## src/rtl/easyaxi_slv_wr_ctrl_pkg.sv

```systemverilog
// easyaxi_slv_wr_ctrl_pkg: shared AXI widths, burst/resp encodings and slave write FSM states.
package easyaxi_slv_wr_ctrl_pkg;
   localparam int AXI_ID_W    = 4;
   localparam int AXI_ADDR_W  = 32;
   localparam int AXI_LEN_W   = 8;
   localparam int AXI_SIZE_W  = 3;
   localparam int AXI_BURST_W = 2;
   localparam int AXI_USER_W  = 4;
   localparam int AXI_DATA_W  = 64;
   localparam int AXI_RESP_W  = 2;
   typedef enum logic [1:0] {BURST_FIXED = 2'd0, BURST_INCR = 2'd1, BURST_WRAP = 2'd2} burst_e;
   typedef enum logic [1:0] {RESP_OKAY = 2'd0, RESP_SLVERR = 2'd2} resp_e;
   typedef enum logic [1:0] {IDLE = 2'd0, WDATA = 2'd1, BRESP = 2'd2} state_e;
endpackage

```

## src/rtl/easyaxi_slv_wr_ctrl_if.sv

```systemverilog
// easyaxi_slv_wr_ctrl_if: AXI AW/W/B channel bundle with master and slave views.
interface easyaxi_slv_wr_ctrl_if
   import easyaxi_slv_wr_ctrl_pkg::*;
#(
   parameter int ID_W    = AXI_ID_W,
   parameter int ADDR_W  = AXI_ADDR_W,
   parameter int LEN_W   = AXI_LEN_W,
   parameter int SIZE_W  = AXI_SIZE_W,
   parameter int BURST_W = AXI_BURST_W,
   parameter int USER_W  = AXI_USER_W,
   parameter int DATA_W  = AXI_DATA_W
);
   logic                  awvalid, awready;
   logic [ID_W-1:0]       awid;
   logic [ADDR_W-1:0]     awaddr;
   logic [LEN_W-1:0]      awlen;
   logic [SIZE_W-1:0]     awsize;
   logic [BURST_W-1:0]    awburst;
   logic [USER_W-1:0]     awuser;
   logic                  wvalid, wready, wlast;
   logic [DATA_W-1:0]     wdata;
   logic [DATA_W/8-1:0]   wstrb;
   logic [USER_W-1:0]     wuser;
   logic                  bvalid, bready;
   logic [ID_W-1:0]       bid;
   logic [AXI_RESP_W-1:0] bresp;
   logic [USER_W-1:0]     buser;
   modport mst (
      output awvalid, awid, awaddr, awlen, awsize, awburst, awuser,
      output wvalid, wdata, wstrb, wlast, wuser, bready,
      input  awready, wready, bvalid, bid, bresp, buser
   );
   modport slv (
      input  awvalid, awid, awaddr, awlen, awsize, awburst, awuser,
      input  wvalid, wdata, wstrb, wlast, wuser, bready,
      output awready, wready, bvalid, bid, bresp, buser
   );
endinterface

```

## src/rtl/easyaxi_axi_addr_gen.sv

```systemverilog
// easyaxi_axi_addr_gen: combinational next-beat address for FIXED/INCR/WRAP bursts.
module easyaxi_axi_addr_gen
   import easyaxi_slv_wr_ctrl_pkg::*;
#(
   parameter int ADDR_W  = AXI_ADDR_W,
   parameter int LEN_W   = AXI_LEN_W,
   parameter int SIZE_W  = AXI_SIZE_W,
   parameter int BURST_W = AXI_BURST_W
) (
   input  logic [ADDR_W-1:0]  addr,
   input  logic [SIZE_W-1:0]  size,
   input  logic [LEN_W-1:0]   len,
   input  logic [BURST_W-1:0] burst,
   output logic [ADDR_W-1:0]  next_addr
);
   logic [ADDR_W-1:0] inc, mask;
   assign inc  = ADDR_W'(1) << size;
   // wrap boundary is (len+1)*inc, always a power of two for legal WRAP lengths
   assign mask = ((ADDR_W'(len) + ADDR_W'(1)) << size) - ADDR_W'(1);
   always_comb
      next_addr = burst == BURST_FIXED ? addr :
                  burst == BURST_WRAP  ? (addr & ~mask) | ((addr + inc) & mask) : addr + inc;
endmodule

```

## src/rtl/easyaxi_slv_wr_ctrl.sv

```systemverilog
// easyaxi_slv_wr_ctrl: AXI slave write controller with flop memory and debug read port.
// EASYAXI_SLV_WR_STRB_EN: honour wstrb per byte lane; otherwise every written beat stores the full word.
module easyaxi_slv_wr_ctrl
   import easyaxi_slv_wr_ctrl_pkg::*;
#(
   parameter int ID_W      = AXI_ID_W,
   parameter int ADDR_W    = AXI_ADDR_W,
   parameter int LEN_W     = AXI_LEN_W,
   parameter int SIZE_W    = AXI_SIZE_W,
   parameter int BURST_W   = AXI_BURST_W,
   parameter int USER_W    = AXI_USER_W,
   parameter int DATA_W    = AXI_DATA_W,
   parameter int MEM_DEPTH = 16
) (
   input  logic                         clk,
   input  logic                         rst_n,
   easyaxi_slv_wr_ctrl_if.slv           axi,
   input  logic [$clog2(MEM_DEPTH)-1:0] dbg_raddr,
   output logic [DATA_W-1:0]            dbg_rdata
);
   localparam int BYTES = DATA_W / 8;
   localparam int OFF   = $clog2(BYTES);
   localparam int IDX_W = $clog2(MEM_DEPTH);
   state_e             state;
   logic               init, err, aw_hs, w_hs, b_hs, in_range, wr_en, cfg_err, last_ok;
   logic [LEN_W-1:0]   beat_cnt, len;
   logic [ADDR_W-1:0]  addr, next_addr;
   logic [SIZE_W-1:0]  size;
   logic [BURST_W-1:0] burst;
   logic [ID_W-1:0]    id;
   logic [USER_W-1:0]  user;
   logic [IDX_W-1:0]   widx;
   logic [DATA_W-1:0]  mem [MEM_DEPTH];
   assign axi.awready = state == IDLE && init;
   assign axi.wready  = state == WDATA;
   assign axi.bvalid  = state == BRESP;
   assign axi.bid     = id;
   assign axi.buser   = user;
   assign axi.bresp   = err ? RESP_SLVERR : RESP_OKAY;
   assign aw_hs    = axi.awvalid && axi.awready;
   assign w_hs     = axi.wvalid && axi.wready;
   assign b_hs     = axi.bvalid && axi.bready;
   assign in_range = addr < ADDR_W'(MEM_DEPTH * BYTES);
   assign widx     = addr[OFF +: IDX_W];
   assign wr_en    = w_hs && in_range && !err && beat_cnt <= len;
   assign last_ok  = axi.wlast == (beat_cnt == len);
   assign cfg_err  = axi.awsize > SIZE_W'(OFF) || axi.awburst == BURST_W'(3) ||
                     (axi.awburst == BURST_WRAP && !(axi.awlen inside {LEN_W'(1), LEN_W'(3), LEN_W'(7), LEN_W'(15)}));
   assign dbg_rdata = mem[dbg_raddr];
   easyaxi_axi_addr_gen #(.ADDR_W(ADDR_W), .LEN_W(LEN_W), .SIZE_W(SIZE_W), .BURST_W(BURST_W)) u_addr_gen (
      .addr(addr), .size(size), .len(len), .burst(burst), .next_addr(next_addr)
   );
   always_ff @(posedge clk or negedge rst_n)
      if (!rst_n) begin
         state    <= IDLE;
         init     <= 1'b0;
         err      <= 1'b0;
         beat_cnt <= '0;
         len      <= '0;
         addr     <= '0;
         size     <= '0;
         burst    <= '0;
         id       <= '0;
         user     <= '0;
      end else begin
         init <= 1'b1;
         case (state)
            IDLE: if (aw_hs) begin
               state    <= WDATA;
               id       <= axi.awid;
               addr     <= axi.awaddr;
               len      <= axi.awlen;
               size     <= axi.awsize;
               burst    <= axi.awburst;
               user     <= axi.awuser;
               beat_cnt <= '0;
               err      <= cfg_err;
            end
            WDATA: if (w_hs) begin
               addr <= next_addr;
               err  <= err | !in_range | !last_ok;
               if (~&beat_cnt) beat_cnt <= beat_cnt + LEN_W'(1);
               if (axi.wlast) state <= BRESP;
            end
            BRESP: if (b_hs) state <= IDLE;
            default: state <= IDLE;
         endcase
      end
   always_ff @(posedge clk or negedge rst_n)
      if (!rst_n) begin
         for (int i = 0; i < MEM_DEPTH; i++) mem[i] <= '0;
      end else if (wr_en) begin
`ifdef EASYAXI_SLV_WR_STRB_EN
         for (int b = 0; b < BYTES; b++) if (axi.wstrb[b]) mem[widx][b*8 +: 8] <= axi.wdata[b*8 +: 8];
`else
         mem[widx] <= axi.wdata;
`endif
      end
endmodule

```

## src/flat_wrapper.sv

```systemverilog
// flat-port wrapper written by rule: the top's interface ports become plain ports
module easyaxi_slv_wr_ctrl_flat import easyaxi_slv_wr_ctrl_pkg::*;
#(
   parameter int ID_W      = AXI_ID_W,
   parameter int ADDR_W    = AXI_ADDR_W,
   parameter int LEN_W     = AXI_LEN_W,
   parameter int SIZE_W    = AXI_SIZE_W,
   parameter int BURST_W   = AXI_BURST_W,
   parameter int USER_W    = AXI_USER_W,
   parameter int DATA_W    = AXI_DATA_W,
   parameter int MEM_DEPTH = 16
)
  (clk, rst_n, dbg_raddr, dbg_rdata, axi_awvalid, axi_awid, axi_awaddr, axi_awlen, axi_awsize, axi_awburst, axi_awuser, axi_wvalid, axi_wdata, axi_wstrb, axi_wlast, axi_wuser, axi_bready, axi_awready, axi_wready, axi_bvalid, axi_bid, axi_bresp, axi_buser);
  easyaxi_slv_wr_ctrl_if #(.ID_W(ID_W), .ADDR_W(ADDR_W), .LEN_W(LEN_W), .SIZE_W(SIZE_W), .BURST_W(BURST_W), .USER_W(USER_W), .DATA_W(DATA_W)) axi_i ();
  input  logic clk;
  input  logic rst_n;
  input  logic [$clog2(MEM_DEPTH)-1:0] dbg_raddr;
  output logic [DATA_W-1:0] dbg_rdata;
  input wire logic [$bits(axi_i.awvalid)-1:0] axi_awvalid;
  input wire logic [$bits(axi_i.awid)-1:0] axi_awid;
  input wire logic [$bits(axi_i.awaddr)-1:0] axi_awaddr;
  input wire logic [$bits(axi_i.awlen)-1:0] axi_awlen;
  input wire logic [$bits(axi_i.awsize)-1:0] axi_awsize;
  input wire logic [$bits(axi_i.awburst)-1:0] axi_awburst;
  input wire logic [$bits(axi_i.awuser)-1:0] axi_awuser;
  input wire logic [$bits(axi_i.wvalid)-1:0] axi_wvalid;
  input wire logic [$bits(axi_i.wdata)-1:0] axi_wdata;
  input wire logic [$bits(axi_i.wstrb)-1:0] axi_wstrb;
  input wire logic [$bits(axi_i.wlast)-1:0] axi_wlast;
  input wire logic [$bits(axi_i.wuser)-1:0] axi_wuser;
  input wire logic [$bits(axi_i.bready)-1:0] axi_bready;
  output wire logic [$bits(axi_i.awready)-1:0] axi_awready;
  output wire logic [$bits(axi_i.wready)-1:0] axi_wready;
  output wire logic [$bits(axi_i.bvalid)-1:0] axi_bvalid;
  output wire logic [$bits(axi_i.bid)-1:0] axi_bid;
  output wire logic [$bits(axi_i.bresp)-1:0] axi_bresp;
  output wire logic [$bits(axi_i.buser)-1:0] axi_buser;
  assign axi_i.awvalid = axi_awvalid;
  assign axi_i.awid = axi_awid;
  assign axi_i.awaddr = axi_awaddr;
  assign axi_i.awlen = axi_awlen;
  assign axi_i.awsize = axi_awsize;
  assign axi_i.awburst = axi_awburst;
  assign axi_i.awuser = axi_awuser;
  assign axi_i.wvalid = axi_wvalid;
  assign axi_i.wdata = axi_wdata;
  assign axi_i.wstrb = axi_wstrb;
  assign axi_i.wlast = axi_wlast;
  assign axi_i.wuser = axi_wuser;
  assign axi_i.bready = axi_bready;
  assign axi_awready = axi_i.awready;
  assign axi_wready = axi_i.wready;
  assign axi_bvalid = axi_i.bvalid;
  assign axi_bid = axi_i.bid;
  assign axi_bresp = axi_i.bresp;
  assign axi_buser = axi_i.buser;
  easyaxi_slv_wr_ctrl #(.ID_W(ID_W), .ADDR_W(ADDR_W), .LEN_W(LEN_W), .SIZE_W(SIZE_W), .BURST_W(BURST_W), .USER_W(USER_W), .DATA_W(DATA_W), .MEM_DEPTH(MEM_DEPTH)) u_core (.clk(clk), .rst_n(rst_n), .axi(axi_i), .dbg_raddr(dbg_raddr), .dbg_rdata(dbg_rdata));
endmodule
```

## config.mk

```make
export PLATFORM = sky130hd
export DESIGN_NAME = easyaxi_slv_wr_ctrl_flat
export DESIGN_NICKNAME = d
export VERILOG_FILES = /design/src/rtl/easyaxi_slv_wr_ctrl_pkg.sv /design/src/rtl/easyaxi_slv_wr_ctrl_if.sv /design/src/rtl/easyaxi_axi_addr_gen.sv /design/src/rtl/easyaxi_slv_wr_ctrl.sv /design/src/flat_wrapper.sv
export SDC_FILE = /design/constraint.sdc
export NUM_CORES = 1
export LEC_CHECK = 0
export CORE_UTILIZATION = 50
export CTS_BUF_LIST = sky130_fd_sc_hd__clkbuf_2 sky130_fd_sc_hd__clkbuf_4 sky130_fd_sc_hd__clkbuf_8
export CTS_CLUSTER_DIAMETER = 40
export CTS_CLUSTER_SIZE = 24
export DETAILED_ROUTE_END_ITERATION = 16
export PLACE_DENSITY = 0.74
export SLEW_MARGIN = 20
export SYNTH_ARGS = -nofsm -noshare
export SYNTH_HDL_FRONTEND = slang
export SYNTH_HIERARCHICAL = 1
export SYNTH_SLANG_ARGS = --single-unit
```

## constraint.sdc

```tcl
create_clock -name clk -period 10.9 [get_ports clk]
set_input_delay 2.18 -clock clk [delete_from_list [all_inputs] [get_ports clk]]
set_output_delay 2.18 -clock clk [all_outputs]
set_load 0.01 [all_outputs]
```

==> impl_results.md <==
- Vias: 29100
- Syn_nets: 3456
- CTS Root Cell: clkbuf_8
- Wire per inst: 24.4 um
- DRC: 0
- Post-synth EDFFs: 0
- Minimum clock period: 7.52 ns
- Slack of the critical path: 3.38 ns
- Worst Path Required: 8.72 ns
- HPWL Detailed: 64500 um
- Period utilization: 69.0%
- Worst min-delay path category: register to register
- Pwr/cell area: 164 nW/um^2
- Top cells by area, synth: dfrtp_1, mux2_2, mux4_2
- Most frequent cells after synthesis: dfrtp_1, mux2_2, mux4_2, clkbuf_1, nand2_1
- RSZ-0062 raised after global routing: no
- Unique masters post-synth: 78
- H-tree levels: 4
- Ordered list of cells on the worst path: buf_8 -> buf_4 -> mux4_2 -> mux4_2 -> clkdlybuf4s50_1
- First-pass GRT wire length: 189000 um
- Worst-path fanout max: 69
- Synthesized area: 51200 um^2
- Post-synthesis sequential area ratio: 53.2%
- Relative slew slack: 28.2%
- Tightest Pin Transition: 1.07 ns
- FMAX: 133 MHz
- Critical path's slowest cell: buf_4
- Port bufs: 202
- Pins Over Slew Limit: 0
- Syn Area/Cell: 15.5 um^2
- Core area: 102000 um^2
- Clock Pin Slew Worst Setup and Hold Paths: 0.07 ns
- Post-cts sizing count: 0
- Worst setup SP type: input pin
- Top-count cell post-synth: dfrtp_1
- Grt ovf: 0
- Clock sinks: 1089
- Row cnt: 117
- Endpoints failing setup: 0
- Die height: 322 um
- Share of cells above drive strength 1: 46.1%
- Final WL: 120000 um
- Worst Setup End Kind: primary output
- Layout Skew: 0.0524 ns
- Max Cap Viol: 0
- Asr flop ratio synth: 100%
- Initial antenna violation count: 6
- Area Overhead vs Synth: 13.0%
- Postcts setup bufs: 0
- Iter 0 DRT Violations: 2054
- Pre-Repair DR Iteration Count: 5
- Routability Congestion: 0.820
- Leakage: 27.1 nW
- Total GRT Usage: 23.9%
- Max stage delay on crit path: 0.73 ns
- Maximum VDD drop: 0.0000956 V
- YS warnings: 6
- # IOs: 216
- Die width: 322 um
- Top cell type's share of synthesized area: 53.2%
- Post-Syn Instances: 3296
- Run status: finished clean
- Clock Tree Buf Depth: 3
- CTS tree: yes
- Skew-Pair Late Insertion Delay: 0.85 ns
- Total power: 9.49 mW
- Worst slack, placed: 3.30 ns
- Final net count: 3595
- Starting density of the core: 50.4%
- Delay-heaviest family, CP: buffers and inverters
- Ys flop type: dfrtp_1
- Total CTS buffers: 150
- Final Hold Viols: 0
- CP Class: input pin to primary output
- Yosys top cell by area: dfrtp_1
- Setup_tns: 0 ns
- Post-route antenna net violation count: 0
- Detailed-route vias per instance: 5.89
- Number of synthesized register bits: 1089
- Hold_ws: 0.485 ns
- Bufs and invs on worst path: 3
- Vias in the first global route: 31200
- Die ar.: 104000 um^2
- Largest net degree at the start of global routing: 192
- CP Data Arrival Time: 5.34 ns
- Most used cell, CP: mux4_2
- CTS Hold Bufs: 0
## layout by cell type, fill, tap and decap left out, types with 36 or more instances in the layout
cell type	instances
buf_4	51
a31oi_1	36
dfrtp_1	1088
mux4_2	320
mux2_2	937
nor2_1	68
clkdlybuf4s50_1	197
mux2_1	108
clkbuf_8	167
nand2_1	121
## power by group
group | switching (mW) | leakage (nW) | internal (mW)
logic | 0.846 | 10.2 | 0.570
registers | 0.218 | 15.1 | 4.14
clock network | 1.77 | 1.79 | 1.94
## cell type report
class | count | area, um^2
Sequential cell | 1089 | 27300
Multi-Input combinational cell | 1906 | 22600
Tap cell | 1368 | 1710
Clock buffer | 174 | 2350
Timing Repair Buffer | 261 | 2600
Fill cell | 7934 | 43800
Inverter | 27 | 101
Antenna cell | 3 | 7.51
Clock inverter | 105 | 1270
## metal layers
layer	wire [um]	vias up	track usage [%]
met3	4360	208	3.58
li1	-	12600	-
met4	3010	4	7.58
met1	53600	15700	33.0
met5	22	-	0
met2	59400	562	39.3
## kinds of logic (layout without fill, tap and decap cells)
group,count (synthesis),after routing,synth area share (%)
compound gates,141,141,1.94
xor+xnor,48,48,0.821
fa+ha+maj,21,21,0.527
buf+inv,301,567,2.74
flops,1089,1089,53.2
mux,1366,1366,37.1
other cells,2,5,0.0147
simple gates,328,328,3.71
## registers in the layout (all words and copies together), names as in the netlist
register / cells
u_core/addr: 32
u_core/axi.bid: 4
u_core/axi.buser: 4
u_core/beat_cnt: 8
u_core/burst: 2
u_core/err: 1
u_core/init: 1
u_core/len: 8
u_core/mem: 1024
u_core/size: 3
u_core/state: 2
## worst reg2reg max path, stage by stage (launching register included)
cell	delay [ns]
dfrtp_1	0.43
or4_1	0.60
nor4_4	0.20
nand4_4	0.58
nor4_4	1.13
buf_4	0.61
buf_4	0.70
mux2_2	0.45
## through the flow
stage	instances	utilization, %	instance area [um^2]
global placement	4649	53.3	54200
floorplan	3296	-	51200
detailed placement	4649	53.3	54200
global route	4933	56.9	57900
CTS	4928	56.8	57800
finish	4933	56.9	57900
## final timing paths
check                           startpoint  slack, ns               to  depth (start not counted)
min                        u_core/mem[330]       0.48  u_core/mem[330]                          1
min reg2reg                u_core/mem[330]       0.48  u_core/mem[330]                          1
min in group asynchronous            rst_n       1.39  u_core/addr[10]                          1
max                           dbg_raddr[0]       3.38     dbg_rdata[2]                          5
max in group asynchronous            rst_n       7.20  u_core/mem[818]                          4
max reg2reg                u_core/addr[23]       6.08   u_core/mem[49]                          7
Note: power is estimated with default switching activity, not from simulation.
